--- src/rtl/fetch_sequencer.sv ---
// Instruction fetch sequencer: PC generation, one-cycle memory latency absorption and a
// 2-entry skid buffer toward decode. Optional halt-on-zero detection via FETCH_HALT_DETECT_EN.
module fetch_sequencer #(
  parameter int unsigned PC_W      = 20,
  parameter int unsigned INS_W     = 20,
  parameter int unsigned MEM_DEPTH = 20,
  parameter int unsigned RESET_PC  = 0
) (
  input  logic             clk,
  input  logic             rst,
  input  logic             start,
  output logic [PC_W-1:0]  imem_pc,
  input  logic [INS_W-1:0] imem_ins,
  input  logic             redirect_valid,
  input  logic [PC_W-1:0]  redirect_pc,
  output logic             out_valid,
  input  logic             out_ready,
  output logic [INS_W-1:0] out_ins,
  output logic [PC_W-1:0]  out_pc,
  output logic             halted,
  output logic             fault
);

`ifdef FETCH_HALT_DETECT_EN
  typedef enum logic [1:0] {StIdle, StRun, StHalt, StFault} state_e;
`else
  typedef enum logic [1:0] {StIdle, StRun, StFault} state_e;
`endif

  state_e           state_q, state_d;
  logic [PC_W-1:0]  fetch_pc_q, fetch_pc_d;
  logic [PC_W-1:0]  tag_pc_q, tag_pc_d;
  logic             inflight_q, inflight_d;
  logic             fault_q, fault_d;
  logic [1:0]       count_q, count_d;
  logic [INS_W-1:0] ent0_ins_q, ent0_ins_d, ent1_ins_q, ent1_ins_d;
  logic [PC_W-1:0]  ent0_pc_q, ent0_pc_d, ent1_pc_q, ent1_pc_d;

  logic       pop, push, issue, oob, halt_cap;
  logic [2:0] occ_after;
  logic [1:0] push_idx;

  assign pop       = (count_q != 2'd0) && out_ready;
  assign oob       = fetch_pc_q >= PC_W'(MEM_DEPTH);
  // Occupancy once the in-flight read lands and the head pop retires; must leave room.
  assign occ_after = 3'(count_q) + 3'(inflight_q) - 3'(pop);

`ifdef FETCH_HALT_DETECT_EN
  assign halt_cap = inflight_q && (imem_ins == '0);
`else
  assign halt_cap = 1'b0;
`endif

  assign push  = inflight_q && !halt_cap && !redirect_valid;
  assign issue = (state_q == StRun) && !redirect_valid && !oob && !halt_cap &&
                 (occ_after < 3'd2);

  always_comb begin
    state_d    = state_q;
    fetch_pc_d = fetch_pc_q;
    tag_pc_d   = tag_pc_q;
    inflight_d = issue;
    fault_d    = fault_q;
    if (redirect_valid) begin
      state_d    = StRun;
      fetch_pc_d = redirect_pc;
      fault_d    = 1'b0;
    end else begin
      case (state_q)
        StIdle: if (start) state_d = StRun;
        StRun: begin
          if (halt_cap) begin
`ifdef FETCH_HALT_DETECT_EN
            state_d = StHalt;
`endif
          end else if (oob) begin
            state_d = StFault;
            fault_d = 1'b1;
          end
        end
        default: state_d = state_q;
      endcase
      if (issue) begin
        fetch_pc_d = fetch_pc_q + PC_W'(1);
        tag_pc_d   = fetch_pc_q;
      end
    end
  end

  // Head is always entry 0; a pop shifts entry 1 down before the tail write.
  always_comb begin
    ent0_ins_d = ent0_ins_q;
    ent0_pc_d  = ent0_pc_q;
    ent1_ins_d = ent1_ins_q;
    ent1_pc_d  = ent1_pc_q;
    count_d    = count_q;
    push_idx   = count_q - 2'(pop);
    if (redirect_valid) begin
      count_d = 2'd0;
    end else begin
      if (pop) begin
        ent0_ins_d = ent1_ins_q;
        ent0_pc_d  = ent1_pc_q;
      end
      if (push) begin
        if (push_idx == 2'd0) begin
          ent0_ins_d = imem_ins;
          ent0_pc_d  = tag_pc_q;
        end else begin
          ent1_ins_d = imem_ins;
          ent1_pc_d  = tag_pc_q;
        end
      end
      count_d = count_q - 2'(pop) + 2'(push);
    end
  end

  always_ff @(posedge clk) begin
    if (rst) begin
      state_q    <= StIdle;
      fetch_pc_q <= PC_W'(RESET_PC);
      tag_pc_q   <= '0;
      inflight_q <= 1'b0;
      fault_q    <= 1'b0;
      count_q    <= 2'd0;
      ent0_ins_q <= '0;
      ent0_pc_q  <= '0;
      ent1_ins_q <= '0;
      ent1_pc_q  <= '0;
    end else begin
      state_q    <= state_d;
      fetch_pc_q <= fetch_pc_d;
      tag_pc_q   <= tag_pc_d;
      inflight_q <= inflight_d;
      fault_q    <= fault_d;
      count_q    <= count_d;
      ent0_ins_q <= ent0_ins_d;
      ent0_pc_q  <= ent0_pc_d;
      ent1_ins_q <= ent1_ins_d;
      ent1_pc_q  <= ent1_pc_d;
    end
  end

  assign imem_pc   = fetch_pc_q;
  assign out_valid = count_q != 2'd0;
  assign out_ins   = ent0_ins_q;
  assign out_pc    = ent0_pc_q;
  assign fault     = fault_q;

`ifdef FETCH_HALT_DETECT_EN
  assign halted = (state_q == StHalt) && (count_q == 2'd0);
`else
  assign halted = 1'b0;
`endif

endmodule

--- config.mk ---
export PLATFORM = sky130hd
export DESIGN_NAME = fetch_sequencer
export DESIGN_NICKNAME = d
export VERILOG_FILES = /design/src/rtl/fetch_sequencer.sv
export SDC_FILE = /design/constraint.sdc
export NUM_CORES = 1
export LEC_CHECK = 0
export ABC_CLOCK_PERIOD_IN_PS = 3050
export BUFFER_PORTS_ARGS = -buffer_cell sky130_fd_sc_hd__buf_4
export CAP_MARGIN = 20
export CELL_PAD_IN_SITES_DETAIL_PLACEMENT = 1
export CELL_PAD_IN_SITES_GLOBAL_PLACEMENT = 1
export CORE_MARGIN = 8
export CORE_UTILIZATION = 42
export CTS_BUF_LIST = sky130_fd_sc_hd__clkbuf_4 sky130_fd_sc_hd__clkbuf_8
export CTS_CLUSTER_SIZE = 28
export DETAILED_ROUTE_END_ITERATION = 8
export PLACE_DENSITY_LB_ADDON = 0.08
export SLEW_MARGIN = 20
export SYNTH_ARGS = -nofsm -noshare
export SYNTH_HDL_FRONTEND = slang
export SYNTH_SLANG_ARGS = --single-unit
--- constraint.sdc ---
create_clock -name clk -period 3.05 [get_ports clk]
set_input_delay 0.61 -clock clk [delete_from_list [all_inputs] [get_ports clk]]
set_output_delay 0.61 -clock clk [all_outputs]
set_load 0.005 [all_outputs]
==> results.toml, run 1 <==
[min_path]
min-delay-path-class = "primary input to register"

[placed_design]
dpl_worst_slack_ns = 0.0468
dp_hpwl_um = 9020
finalWeightedCongestion = 0.796
io_buffer_count = 106
place_area_mm2 = 0.00588

[timing]
hold_viol_final = 0
fin_skew_ns = 0.0110
worst_slack_ns = 0.240
tightest_slew_ns = 0.681
min_period_ns = 2.81
setup_viol = 0
maxSlewHeadroom_pct = 54.6
period_share_pct = 92.1
timing.fmax_mhz = 356
setup_tns_ns = 0
grt_setup_unrepaired = "no"
slew_viol_final = 0

[setup_path]
crit_fanout = 10
arrival_ns = 3.14
critPathSlowestCell = "fa_1"
cp-end-kind = "register"
required_ns = 3.38
critPathLaunchType = "register"
slowest_delay_ns = 0.47
path_class = "register to register"
cp_cell_sequence = "o21ai_1 -> inv_1 -> ha_1 -> nor2b_1 -> fa_1 -> nor4b_4 -> nor2b_1 -> buf_4 -> nand4_1 -> a311oi_1"
cp_common_cell = "nor2b_1"

[die]
core-area_mm2 = 0.0114
fp.dieH_um = 124
row_count = 39
die_x_um = 124
pin_count = 108
initial_utilization_pct = 43.1
die-area_mm2 = 0.0155

[synth]
synth-seq-cells = 126
synth-edff-count = 0
syn_inst = 552
synth_area_leader_cell = "dfxtp_1"
ys_top_cells_by_area = "dfxtp_1, nand2_1, a211oi_1, a21oi_1, o22ai_1"
avgSynthCellArea_um2 = 8.92
synthArstFlopShare_pct = 0
ys_warn_count = 0
synth_ff_type = "dfxtp_1"
yosysUniqueCellTypes = 47
synth.top_cells.by_count = "dfxtp_1, nand2_1, nor2_1"
synth_most_common_cell = "dfxtp_1"
netlist_area_mm2 = 0.00493
ys_seq_area_share_pct = 51.2
syn_nets = 603
synth_top_area_share_pct = 51.2

[clock_network]
clkTransAtPathRegs_ns = 0.08
clock_sinks = 126
post_cts_buffers = 0
cts-resized-gates = 0
clk_latency_ns = 0.42
cts-root-buf = "clkbuf_8"
numCtsBuffers = 17
cts_buffer_depth = 2
cts_tree = "built"
hold_buffers = 0
cts_max_level = 4

[drt]
drtIter0Drc = 244
post_drt_via_cell_ratio = 5.36
wirelength_um = 13700
wire_per_inst_um = 17.1
drtPass1Iterations = 4
drc = 0
ant_nets = 0
vias = 4295

[global_routing]
grt_remaining_overflow = 0
antenna_found_initial = 0
grt_use_total_pct = 17.7
grt_max_degree = 63
grt_pass1_vias = 4650
grt_pass1_wl_um = 23200

[cells_and_area]
design_area_mm2 = 0.00634
final_core_util_pct = 55.5
layout-drive-gt1-share_pct = 25.1
syn_to_final_growth_pct = 28.6
fin_nets = 696
antenna_cells_inserted = 0

[power_and_ir_drop]
cellLeakagePower_uw = 0.00250
ir_drop_mv = 0.294
finalPower_uw = 3560
power.density_mw_per_mm2 = 563

[status]
outcome = "completed"

[flow_run]
cap_violations = 0
[layer usage]
metal	vias to the layer above	share of wire (%)	global-route usage, %
li1	2132	-	-
met1	2072	46	21.3
met2	84	50	30.4
met3	7	3.8	5.11
met4	0	0.60	3.83
met5	-	0	0
[worst max-delay path, delay by kind of cell (launching register included)]
kind                     cells  cell delay [ns]
AO/OA/AOI/OAI                2             0.45
AND/OR/NAND/NOR              4             0.82
adder cells (fa/ha/maj)      2             0.80
flip-flops                   1             0.35
buffers and inverters        2             0.29
[final timing paths]
path / startpoint / endpoint / slack, ns / cells past startpoint
worst max register to register: count_q[1] / imem_pc[1] / 0.24 / 10
worst min register to register: ent1_ins_q[3] / ent1_ins_q[3] / 0.46 / 2
worst min-delay path: redirect_pc[11] / imem_pc[11] / 0.42 / 3
worst max-delay path: count_q[1] / imem_pc[1] / 0.24 / 10
[logic make-up (layout without fill, tap and decap cells)]
group           Yosys count  count (layout)  synth area share, %
simple gates            195             195                 19.4
compound gates          146             146                 18.5
other cells               1               1               0.0761
buf+inv                  57             163                 4.93
xor+xnor                  2               2                0.356
flops                   126             126                 51.2
fa+ha+maj                 6               6                 1.68
mux                      19              19                 3.86
[through the flow]
step	hold slack, ns	instances
global placement	0.441	769
floorplan	0.436	552
finish	0.416	801
global route	0.385	801
detailed placement	0.450	769
CTS	0.394	801
[layout by cell type (no fill, tap or decap), types with 4 or more instances in the layout]
cell	Yosys	routed
nor3b_1	15	15
clkbuf_8	0	18
nand4_1	7	7
o21ai_0	6	6
dfxtp_1	126	126
mux2i_1	19	19
nor2_1	57	57
a21oi_1	47	47
bufinv_16	0	5
ha_1	5	5
buf_4	2	117
inv_1	9	9
buf_12	0	4
nor2b_1	4	4
clkinv_2	0	5
a211oi_1	40	40
o22ai_1	37	37
nand2_1	84	84
nor3_1	5	5
[flip-flops by register name, summed over array words and instances, names as in the netlist, 2 cells and up]
register and count:
imem_pc 20, count_q 2, ent1_pc_q 20, out_pc 20, state_q 2, ent1_ins_q 20, tag_pc_q 20, out_ins 20
[cell type report]
| type | count | area (µm²) |
|---|---|---|
| inverter | 10 | 37.5 |
| fill | 1328 | 5080 |
| tap | 143 | 179 |
| sequential | 126 | 2520 |
| clock buffer | 20 | 263 |
| timing repair buffer | 121 | 958 |
| multi-input combinational | 369 | 2180 |
| clock inverter | 12 | 191 |
[report_power, final]
group	internal [µW]	leakage, µW	switching (µW)
combinational	104	0.00125	118
clock	1010	0.000233	645
sequential	1670	0.00102	25.1
total	2780	0.00250	788
Power figures use the tool's default switching activity.
==> inputs of run 2 (changes only) <==
--- a/config.mk
+++ b/config.mk
@@ -10,6 +10,7 @@
 export CAP_MARGIN = 20
 export CELL_PAD_IN_SITES_DETAIL_PLACEMENT = 1
 export CELL_PAD_IN_SITES_GLOBAL_PLACEMENT = 1
+export CORE_ASPECT_RATIO = 1.1
 export CORE_MARGIN = 8
 export CORE_UTILIZATION = 42
 export CTS_BUF_LIST = sky130_fd_sc_hd__clkbuf_4 sky130_fd_sc_hd__clkbuf_8
==> run 2 against run 1 <==
Register-to-register slack about the same. Final area decreased by 1.8%. Die area about the same. Wire length increased by 2.1%. Power decreased by 12%. Critical path type unchanged. Largest cell class unchanged.
==> results.toml, run 2 (same netlist as run 1, synthesis figures left out) <==
[drt]
vias = 4340
post_drt_via_cell_ratio = 5.41
wl_met2_um = 7120
drtIter0Drc = 232
drc = 0
wire_per_inst_um = 17.4
met3_length_um = 670
ant_nets = 0
wirelength_um = 14000
drtPass1Iterations = 4
wl_met1_um = 6040
top_layer = "met4"

[setup_path]
r2r_cells = 10
slowest_delay_ns = 0.47
arrival_ns = 3.12
rr_startpoint = "count_q[1]"
cp_cell_sequence = "o21ai_1 -> inv_1 -> ha_1 -> nor2b_1 -> fa_1 -> nor4b_4 -> nor2b_1 -> buf_4 -> nand4_1 -> a311oi_1"
path_class = "register to register"
critPathSlowestCell = "fa_1"
reg2reg_to = "imem_pc[1]"
cp-end-kind = "register"
critPathLaunchType = "register"
crit_fanout = 10
cp_common_cell = "nor2b_1"
rrSetupSlack_ns = 0.25
required_ns = 3.37

[timing]
fin_skew_ns = 0.0110
period_share_pct = 91.8
grt_setup_unrepaired = "no"
min_period_ns = 2.80
setup_viol = 0
maxSlewHeadroom_pct = 49.0
worst_slack_ns = 0.250
whs_ns = 0.427
hold_viol_final = 0
timing.fmax_mhz = 357
slew_viol_final = 0
tightest_slew_ns = 0.765

[clock_network]
post_cts_buffers = 0
cts_buffer_depth = 2
cts_max_level = 4
cts_tree = "built"
clkTransAtPathRegs_ns = 0.06
clock_sinks = 126
cts-root-buf = "clkbuf_8"
numCtsBuffers = 17
hold_buffers = 0
clk_latency_ns = 0.42
cts-resized-gates = 0

[cells_and_area]
fin_nets = 695
n_fill_cell = 1345
final_common_cell = "dfxtp_1"
antenna_cells_inserted = 0
syn_to_final_growth_pct = 26.4
stdcell_count = 802
multiInputGateArea_mm2 = 0.00218
layout_common_cells = "dfxtp_1, buf_4, nand2_1"
final_core_util_pct = 54.4
layout-drive-gt1-share_pct = 24.4
seqCellArea_mm2 = 0.00252

[die]
core-area_mm2 = 0.0114
die-area_mm2 = 0.0155
initial_utilization_pct = 43.1
fp.dieH_um = 130
pin_count = 108
row_count = 41
die_x_um = 119

[placed_design]
dpl_worst_slack_ns = -0.0420
io_buffer_count = 106
finalWeightedCongestion = 0.783
dp.cells = 775
dp_hpwl_um = 9220

[global_routing]
grt_use_total_pct = 18.3
grt_remaining_overflow = 0
grt_pass1_vias = 4644
grt_pass1_wl_um = 23100
grt_max_degree = 70
antenna_found_initial = 0

[min_path]
hp-start = "redirect_pc[6]"
min_path_cells = 3
worstHoldEndpoint = "imem_pc[6]"
min-delay-path-class = "primary input to register"

[status]
outcome = "completed"

[power_and_ir_drop]
cellLeakagePower_uw = 0.00245
power.density_mw_per_mm2 = 506
ir_drop_mv = 0.203

[flow_run]
cap_violations = 0
## run 2: how the worst max path moves through the flow
stage,from,to
global route,count_q[1],imem_pc[1]
finish,count_q[1],imem_pc[1]
global placement,out_ready,imem_pc[1]
CTS,count_q[1],imem_pc[1]
detailed placement,out_ready,imem_pc[1]
floorplan,out_ready,tag_pc_q[14]
## run 2: metrics by stage
step                power [µW]  setup TNS, ns  area (µm²)
finish                    3150              0        6220
floorplan                 1840              0        4930
detailed placement        1950        -0.0468        5900
global placement          1950              0        5900
global route              3290              0        6220
CTS                       3190              0        6220
## run 2: critical path: cells and delay by family (launching register included)
| kind | cells | cell delay (ns) |
|---|---|---|
| fa+ha+maj | 2 | 0.81 |
| simple gates | 4 | 0.80 |
| compound gates | 2 | 0.45 |
| flops | 1 | 0.34 |
| buf+inv | 2 | 0.30 |
## run 2: layout make-up
class                   instances  area share (%)
repair buffers                120            15.5
inverters                      10           0.603
flip-flops and latches        126            40.5
clock inverters                 2           0.161
well taps                     150            3.02
multi-input cells             369            35.1
clock buffers                  25            5.13
## run 2: routing by layer
metal / track usage (%) / vias up
met5: 0 / -
met4: 6.18 / 0
met3: 5.87 / 14
met2: 32.2 / 97
met1: 20.4 / 2107
li1: - / 2122
## run 2: power breakdown
part	internal (µW)	switching, µW
combinational	105	120
clock	660	574
sequential	1670	24.1
total	2430	718
